## src/rtl/usr_shift_core_if.sv

```systemverilog
// Handshake/data bundle between the USR mode-select front end and the register stage.
// `USR_SERIAL_IN_EN adds the SerIn fill bit used by the logical shifts.
interface usr_shift_core_if #(
    parameter int WIDTH = 8,
    parameter int CNTW  = 3
);
    logic             Start;
    logic [2:0]       Mode;
    logic [CNTW-1:0]  Amount;
    logic [WIDTH-1:0] D;
`ifdef USR_SERIAL_IN_EN
    logic             SerIn;
`endif
    logic [WIDTH-1:0] Q;
    logic             Busy;
    logic             Done;
    logic             Ovf;

    modport master (
        output Start, Mode, Amount, D,
`ifdef USR_SERIAL_IN_EN
        output SerIn,
`endif
        input  Q, Busy, Done, Ovf
    );

    modport slave (
        input  Start, Mode, Amount, D,
`ifdef USR_SERIAL_IN_EN
        input  SerIn,
`endif
        output Q, Busy, Done, Ovf
    );
endinterface

```

## src/rtl/usr_shift_core.sv

```systemverilog
// Universal shift register stage: hold, rotate/logical/arithmetic shifts, load.
// Optional macro USR_SERIAL_IN_EN: logical shifts take their fill bit from SerIn.
module usr_shift_core #(
    parameter int WIDTH = 8,
    parameter int CNTW  = 3
) (
    input logic           Clock,
    input logic           Resetn,
    usr_shift_core_if.slave bus
);
    typedef enum logic {IDLE, SHIFT} state_t;

    localparam logic [2:0] M_HOLD = 3'b000;
    localparam logic [2:0] M_CSR  = 3'b001;
    localparam logic [2:0] M_CSL  = 3'b010;
    localparam logic [2:0] M_LSR  = 3'b011;
    localparam logic [2:0] M_LSL  = 3'b100;
    localparam logic [2:0] M_ASR  = 3'b101;
    localparam logic [2:0] M_ASL  = 3'b110;
    localparam logic [2:0] M_LOAD = 3'b111;

    state_t           r_state, w_state_nx;
    logic [WIDTH-1:0] r_q, w_q_nx, w_step;
    logic [CNTW-1:0]  r_cnt, w_cnt_nx;
    logic [2:0]       r_mode, w_mode_nx;
    logic             r_done, w_done_nx;
    logic             r_ovf, w_ovf_nx;
    logic             w_step_ovf;
    logic             w_fill;

`ifdef USR_SERIAL_IN_EN
    assign w_fill = bus.SerIn;
`else
    assign w_fill = 1'b0;
`endif

    // One single-bit shift of the current register under the latched mode
    always_comb begin
        w_step     = r_q;
        w_step_ovf = 1'b0;
        case (r_mode)
            M_CSR: w_step = {r_q[0], r_q[WIDTH-1:1]};
            M_CSL: w_step = {r_q[WIDTH-2:0], r_q[WIDTH-1]};
            M_LSR: w_step = {w_fill, r_q[WIDTH-1:1]};
            M_LSL: w_step = {r_q[WIDTH-2:0], w_fill};
            M_ASR: w_step = {r_q[WIDTH-1], r_q[WIDTH-1:1]};
            M_ASL: begin
                w_step     = {r_q[WIDTH-2:0], 1'b0};
                w_step_ovf = r_q[WIDTH-1] ^ r_q[WIDTH-2];
            end
            default: w_step = r_q;
        endcase
    end

    always_comb begin
        w_state_nx = r_state;
        w_q_nx     = r_q;
        w_cnt_nx   = r_cnt;
        w_mode_nx  = r_mode;
        w_ovf_nx   = r_ovf;
        w_done_nx  = 1'b0;
        case (r_state)
            IDLE: begin
                if (bus.Start) begin
                    w_ovf_nx = 1'b0;
                    if (bus.Mode == M_LOAD) begin
                        w_q_nx    = bus.D;
                        w_done_nx = 1'b1;
                    end else if (bus.Mode == M_HOLD || bus.Amount == '0) begin
                        w_done_nx = 1'b1;
                    end else begin
                        w_mode_nx  = bus.Mode;
                        w_cnt_nx   = bus.Amount;
                        w_state_nx = SHIFT;
                    end
                end
            end
            SHIFT: begin
                w_q_nx   = w_step;
                w_ovf_nx = r_ovf | w_step_ovf;
                w_cnt_nx = r_cnt - CNTW'(1);
                if (r_cnt == CNTW'(1)) begin
                    w_state_nx = IDLE;
                    w_done_nx  = 1'b1;
                end
            end
            default: w_state_nx = IDLE;
        endcase
    end

    always_ff @(posedge Clock) begin
        if (!Resetn) begin
            r_state <= IDLE;
            r_q     <= '0;
            r_cnt   <= '0;
            r_mode  <= M_HOLD;
            r_done  <= 1'b0;
            r_ovf   <= 1'b0;
        end else begin
            r_state <= w_state_nx;
            r_q     <= w_q_nx;
            r_cnt   <= w_cnt_nx;
            r_mode  <= w_mode_nx;
            r_done  <= w_done_nx;
            r_ovf   <= w_ovf_nx;
        end
    end

    assign bus.Q    = r_q;
    assign bus.Busy = (r_state == SHIFT);
    assign bus.Done = r_done;
    assign bus.Ovf  = r_ovf;
endmodule

```

## src/flat_wrapper.sv

```systemverilog
// flat-port wrapper written by rule: the top's interface ports become plain ports
module usr_shift_core_flat 
#(
    parameter int WIDTH = 8,
    parameter int CNTW  = 3
)
  (Clock, Resetn, bus_Start, bus_Mode, bus_Amount, bus_D, bus_Q, bus_Busy, bus_Done, bus_Ovf);
  usr_shift_core_if #(.WIDTH(WIDTH), .CNTW(CNTW)) bus_i ();
  input logic Clock;
  input logic Resetn;
  input wire logic [$bits(bus_i.Start)-1:0] bus_Start;
  input wire logic [$bits(bus_i.Mode)-1:0] bus_Mode;
  input wire logic [$bits(bus_i.Amount)-1:0] bus_Amount;
  input wire logic [$bits(bus_i.D)-1:0] bus_D;
  output wire logic [$bits(bus_i.Q)-1:0] bus_Q;
  output wire logic [$bits(bus_i.Busy)-1:0] bus_Busy;
  output wire logic [$bits(bus_i.Done)-1:0] bus_Done;
  output wire logic [$bits(bus_i.Ovf)-1:0] bus_Ovf;
  assign bus_i.Start = bus_Start;
  assign bus_i.Mode = bus_Mode;
  assign bus_i.Amount = bus_Amount;
  assign bus_i.D = bus_D;
  assign bus_Q = bus_i.Q;
  assign bus_Busy = bus_i.Busy;
  assign bus_Done = bus_i.Done;
  assign bus_Ovf = bus_i.Ovf;
  usr_shift_core #(.WIDTH(WIDTH), .CNTW(CNTW)) u_core (.Clock(Clock), .Resetn(Resetn), .bus(bus_i));
endmodule
```

## config.mk

```make
export PLATFORM = sky130hd
export DESIGN_NAME = usr_shift_core_flat
export DESIGN_NICKNAME = d
export VERILOG_FILES = /design/src/rtl/usr_shift_core_if.sv /design/src/rtl/usr_shift_core.sv /design/src/flat_wrapper.sv
export SDC_FILE = /design/constraint.sdc
export NUM_CORES = 1
export LEC_CHECK = 0
export ABC_AREA = 0
export CORE_MARGIN = 5
export CORE_UTILIZATION = 45
export CTS_BUF_LIST = sky130_fd_sc_hd__clkbuf_8
export DETAILED_ROUTE_END_ITERATION = 16
export PLACE_DENSITY = 0.71
export REMOVE_ABC_BUFFERS = 1
export SLEW_MARGIN = 20
export SYNTH_ARGS = -nofsm -noshare
export SYNTH_HDL_FRONTEND = slang
export SYNTH_SLANG_ARGS = --single-unit
```

## constraint.sdc

```tcl
create_clock -name Clock -period 4.22 [get_ports Clock]
set_input_delay 1.266 -clock Clock [delete_from_list [all_inputs] [get_ports Clock]]
set_output_delay 1.266 -clock Clock [all_outputs]
set_load 0.02 [all_outputs]
```

Word level (Yosys, flattened, before mapping)
Cells that the tools add are included.

Bits in registers: 17. Input bits: 17. Output and inout bits: 11. Logic and storage cells: 57.

Add/sub/neg operators: 1. Equality and inequality tests: 15. Multiplexer cells: 21. Bitwise gates (word level): 5. Reductions and logical operators: 8.

Operator list (number): 8-bit one-hot mux with 5 select lines (1); 8-bit two-way mux (2); 8-bit one-hot mux with 2 select lines (1); 3-bit equality test (second input constant) (4); 1-bit two-way mux (10); 3-bit two-way mux (3); 2-bit != test (second input constant) (4); 4-bit AND reduction (2); 3-bit by 1-bit equality test with 1-bit output (second input constant) (2); 3-bit by 2-bit equality test with 1-bit output (second input constant) (2); 3-bit logical NOT (2); 6-bit != test (second input constant) (1); 1-bit one-hot mux with 2 select lines (3); 3-bit one-hot mux with 2 select lines (1); 3-bit AND reduction (2); 5-bit != test (second input constant) (1); 1-bit inverter (3); 3-bit by 1-bit subtractor with 3-bit output (second input constant) (1); 2-bit by 1-bit != test with 1-bit output (second input constant) (1); 2-bit OR reduction (1); 1-bit logical OR (1); 1-bit OR (1); 1-bit bitwise XOR (1).

Logic depth before layout (Yosys ltp)
Word-level depth: 6. Mapped depth: 6. Gate-level depth less buffers: 5.

Worst setup path after synthesis
OpenSTA, ideal clock, no wires.

Path type: input to register. Start point: in bus_Mode[1]. End point: reg u_core.r_cnt[1]. Library setup time: 0.116 ns. Arrival time: 2.356 ns. Required time: 4.104 ns. Slack: 1.747 ns. Stages: 4. Buffers on the path: 0. Cells stage by stage: and3_1 -> nor4b_4 -> mux2_1 -> o211a_1.

Longest elaborated chain between the ends: 4. Elaborated cells on any way between the ends: 6. Those cells by class: eq/ne: 3; reduce/logical: 3.

RTL lines: start: declaration (RTL line flat_wrapper.sv:12) `input wire logic [$bits(bus_i.Mode)-1:0] bus_Mode;`; 3-bit logical NOT (RTL line usr_shift_core.sv:69) `end else if (bus.Mode == M_HOLD || bus.Amount == '0) begin`; 1-bit logical OR (RTL line usr_shift_core.sv:69); 2-bit != test (no source line); 3-bit AND reduction (no source line) *; end signal: assignment (RTL line usr_shift_core.sv:102) `r_cnt <= w_cnt_nx;`; end: declaration (RTL line usr_shift_core.sv:24) `logic [CNTW-1:0] r_cnt, w_cnt_nx;`.

Mark *: on every way between the ends. The rest lies on a longest branch, timed or not. A chain may end at the register's enable or synchronous reset.

Final worst setup path
Same ends and word-level chain as after synthesis.

==> results.txt <==
crit path DAT: 2.95 ns
Avg Inst Size Synth: 9.06 sq um
# diodes: 0
# Post-CTS Setup Buffers: 0
Final Skew: 0.00104 ns
# nets final: 158
WHS Path Cells: 2
min Tclk post-route: 2.80 ns
Initial Utilization: 46.7%
Crit path depth: 5
Layout area overhead: 31.4%
row cnt: 17
final max-slew violation count: 0
CTS Sinks: 17
Leak: 0.518 nW
dpl hpwl: 1720 um
Slew headroom: 43.3%
biggest area consumer among synthesized cells: dfxtp_1
hold crit path type: reg2reg
Starting DRT DRC Count: 17
cells after synthesis: 113
via count: 892
Setup TNS: 0 ns
Startpoint Class: primary input
post-cts sizing count: 0
critical path's slowest cell: clkdlybuf4s50_1
fraction of registers with async set or reset after synthesis: 0%
Synth Flop Type: dfxtp_1
top cell type's share of synthesized area: 33.3%
Synth area leaders: dfxtp_1 (33%), a211o_1 (6.0%), a21oi_2 (6.0%), mux2i_1 (5.9%), nand2_1 (4.4%)
CP bufs+invs: 1
core outline area: 2190 sq um
Reg2Reg Depth: 4
vias in the first global route: 925
number of flops mapped to enable cells by yosys: 0
Power Total: 0.418 mW
IR drop worst, VDD: 0.000200 V
Clock Tree Root: clkbuf_8
Design Area, Final: 1350 sq um
die footprint: 3330 sq um
ANT nets after route: 0
initial antenna violation count: 0
Final WS setup: 1.42 ns
share of layout cells above drive strength 1: 13.0%
port bufs: 27
YS warnings: 0
first-pass GRT wire length: 4180 um
count of final setup violators: 0
Hold Startpoint: u_core.bus.Ovf$_SDFFE_PN0P_
most common cell in the netlist: dfxtp_1
CTS Buffer Depth: 2
area post-placement: 1300 sq um
crit-path leading delay family: simple AND/OR/NAND/NOR gates
drt via density: 5.37
final hold violations: 0
Die X: 57.7 um
RePlAce Congestion: 0.704
#FFs+latches synth: 17
final core occ: 61.4%
CTS clk-pin slew, worst paths: 0.07 ns
largest net degree at the start of global routing: 29
pwr/cell area: 311 nW/um^2
synthesized area: 1020 sq um
period utilization: 66.4%
sequential area share after synthesis: 33.3%
pre-CTS setup slack: 1.16 ns
Crit Path Class: in2reg
DRC: 0
unrepaired setup endpoints after global routing: no
CTS hold repair buffers: 0
Total Routed Length: 2330 um
Num CTS Buffers: 3
drt wl/cell: 14.0 um
top cells by count, synth: dfxtp_1 (17), nand2_1 (12), a211o_1 (7), a21oi_2 (7), nor2_1 (7)
H-tree level count: 1
insertion delay to the later sink of the worst-skew pair: 0.25 ns
outcome: finished, final reports clean
CP endpoint kind: register
crit-path max FO: 5
Max Fclk: 357 MHz
crit path cell chain: clkdlybuf4s50_1 > and3_1 > nor4b_4 > mux2_1 > o211a_1
Worst-Margin Slew: 0.848 ns
maximum capacitance violations: 0
Fill cells: 203
IO Count: 28
First-pass DRT Iterations: 4
crit-path max cell delay: 0.46 ns
start point of the critical path: bus_Mode[1]
global route overflow: 0
Die Y: 57.7 um
Worst EP required: 4.37 ns
Yosys cell types: 33
worst reg2reg startpoint: u_core.r_mode[2]$_SDFFE_PN0P_
CTS tree: yes
Global Route Usage Sum: 15.9%
cell type report:
class | count | area (sq um) | share of cell area (%)
sequential | 17 | 340 | 25.3
timing repair buffer | 28 | 278 | 20.7
clock inverter | 1 | 3.75 | 0.279
clock buffer | 3 | 41.3 | 3.07
inverter | 6 | 22.5 | 1.67
tap | 28 | 35.0 | 2.60
multi-input combinational | 83 | 624 | 46.4
state kept, by name, indices dropped and copies added (netlist names):
register and flops:
u_core.bus.Ovf 1, u_core.r_mode 3, u_core.r_cnt 3, u_core.bus.Busy 1, u_core.bus.Done 1, u_core.bus.Q 8
layer usage:
| metal | GRT usage, % | up-vias | share of wire, % |
|---|---|---|---|
| li1 | - | 459 | - |
| met1 | 20.9 | 414 | 47 |
| met2 | 24.5 | 14 | 48 |
| met3 | 2.67 | 5 | 2.8 |
| met4 | 8.94 | 0 | 2.3 |
| met5 | 0 | - | 0 |
where the power goes:
group          leakage (nW)  internal (mW)  switching [mW]
Combinational         0.353         0.0542          0.0565
Sequential            0.139          0.172          0.0117
Clock                0.0269         0.0647          0.0589
Total                 0.518          0.291           0.127
cell families after synthesis:
| kind of cell | share of synthesized area (%) |
|---|---|
| buffers and inverters | 5.75 |
| multiplexers | 6.97 |
| AO/OA/AOI/OAI | 28.1 |
| XOR/XNOR | 1.71 |
| flip-flops | 33.3 |
| adder cells (fa/ha/maj) | 2.44 |
| AND/OR/NAND/NOR | 21.8 |
placed cells by master, fill, tap and decap left out, types with 5 or more instances in the layout:
cell type / netlist / routed
o21ai_0: 5 / 5
a21oi_2: 7 / 7
nand3_1: 6 / 6
nand2_1: 12 / 12
inv_1: 6 / 7
clkdlybuf4s50_1: 0 / 27
mux2i_1: 6 / 6
nor2_1: 7 / 7
a211o_1: 7 / 7
dfxtp_1: 17 / 17
per-stage QoR:
step | std cells | hold slack [ns]
floorplan | 106 | 0.470
global placement | 162 | 0.447
detailed placement | 162 | 0.459
CTS | 166 | 0.469
global route | 166 | 0.519
finish | 166 | 0.467
tightest hold or removal path, cell delays in order (launching register included):
cell	delay, ns
dfxtp_1	0.31
nand2_1	0.05
a21oi_1	0.05
path summary, 6_finish.rpt:
check,slack (ns),to
hold reg to reg,0.47,u_core.bus.Ovf$_SDFFE_PN0P_
setup reg to reg,2.45,u_core.bus.Q[5]$_SDFFE_PN0P_
setup / recovery,1.42,u_core.r_cnt[1]$_SDFFE_PN0P_
hold / removal,0.47,u_core.bus.Ovf$_SDFFE_PN0P_
Note: power is estimated with default switching activity, not from simulation.
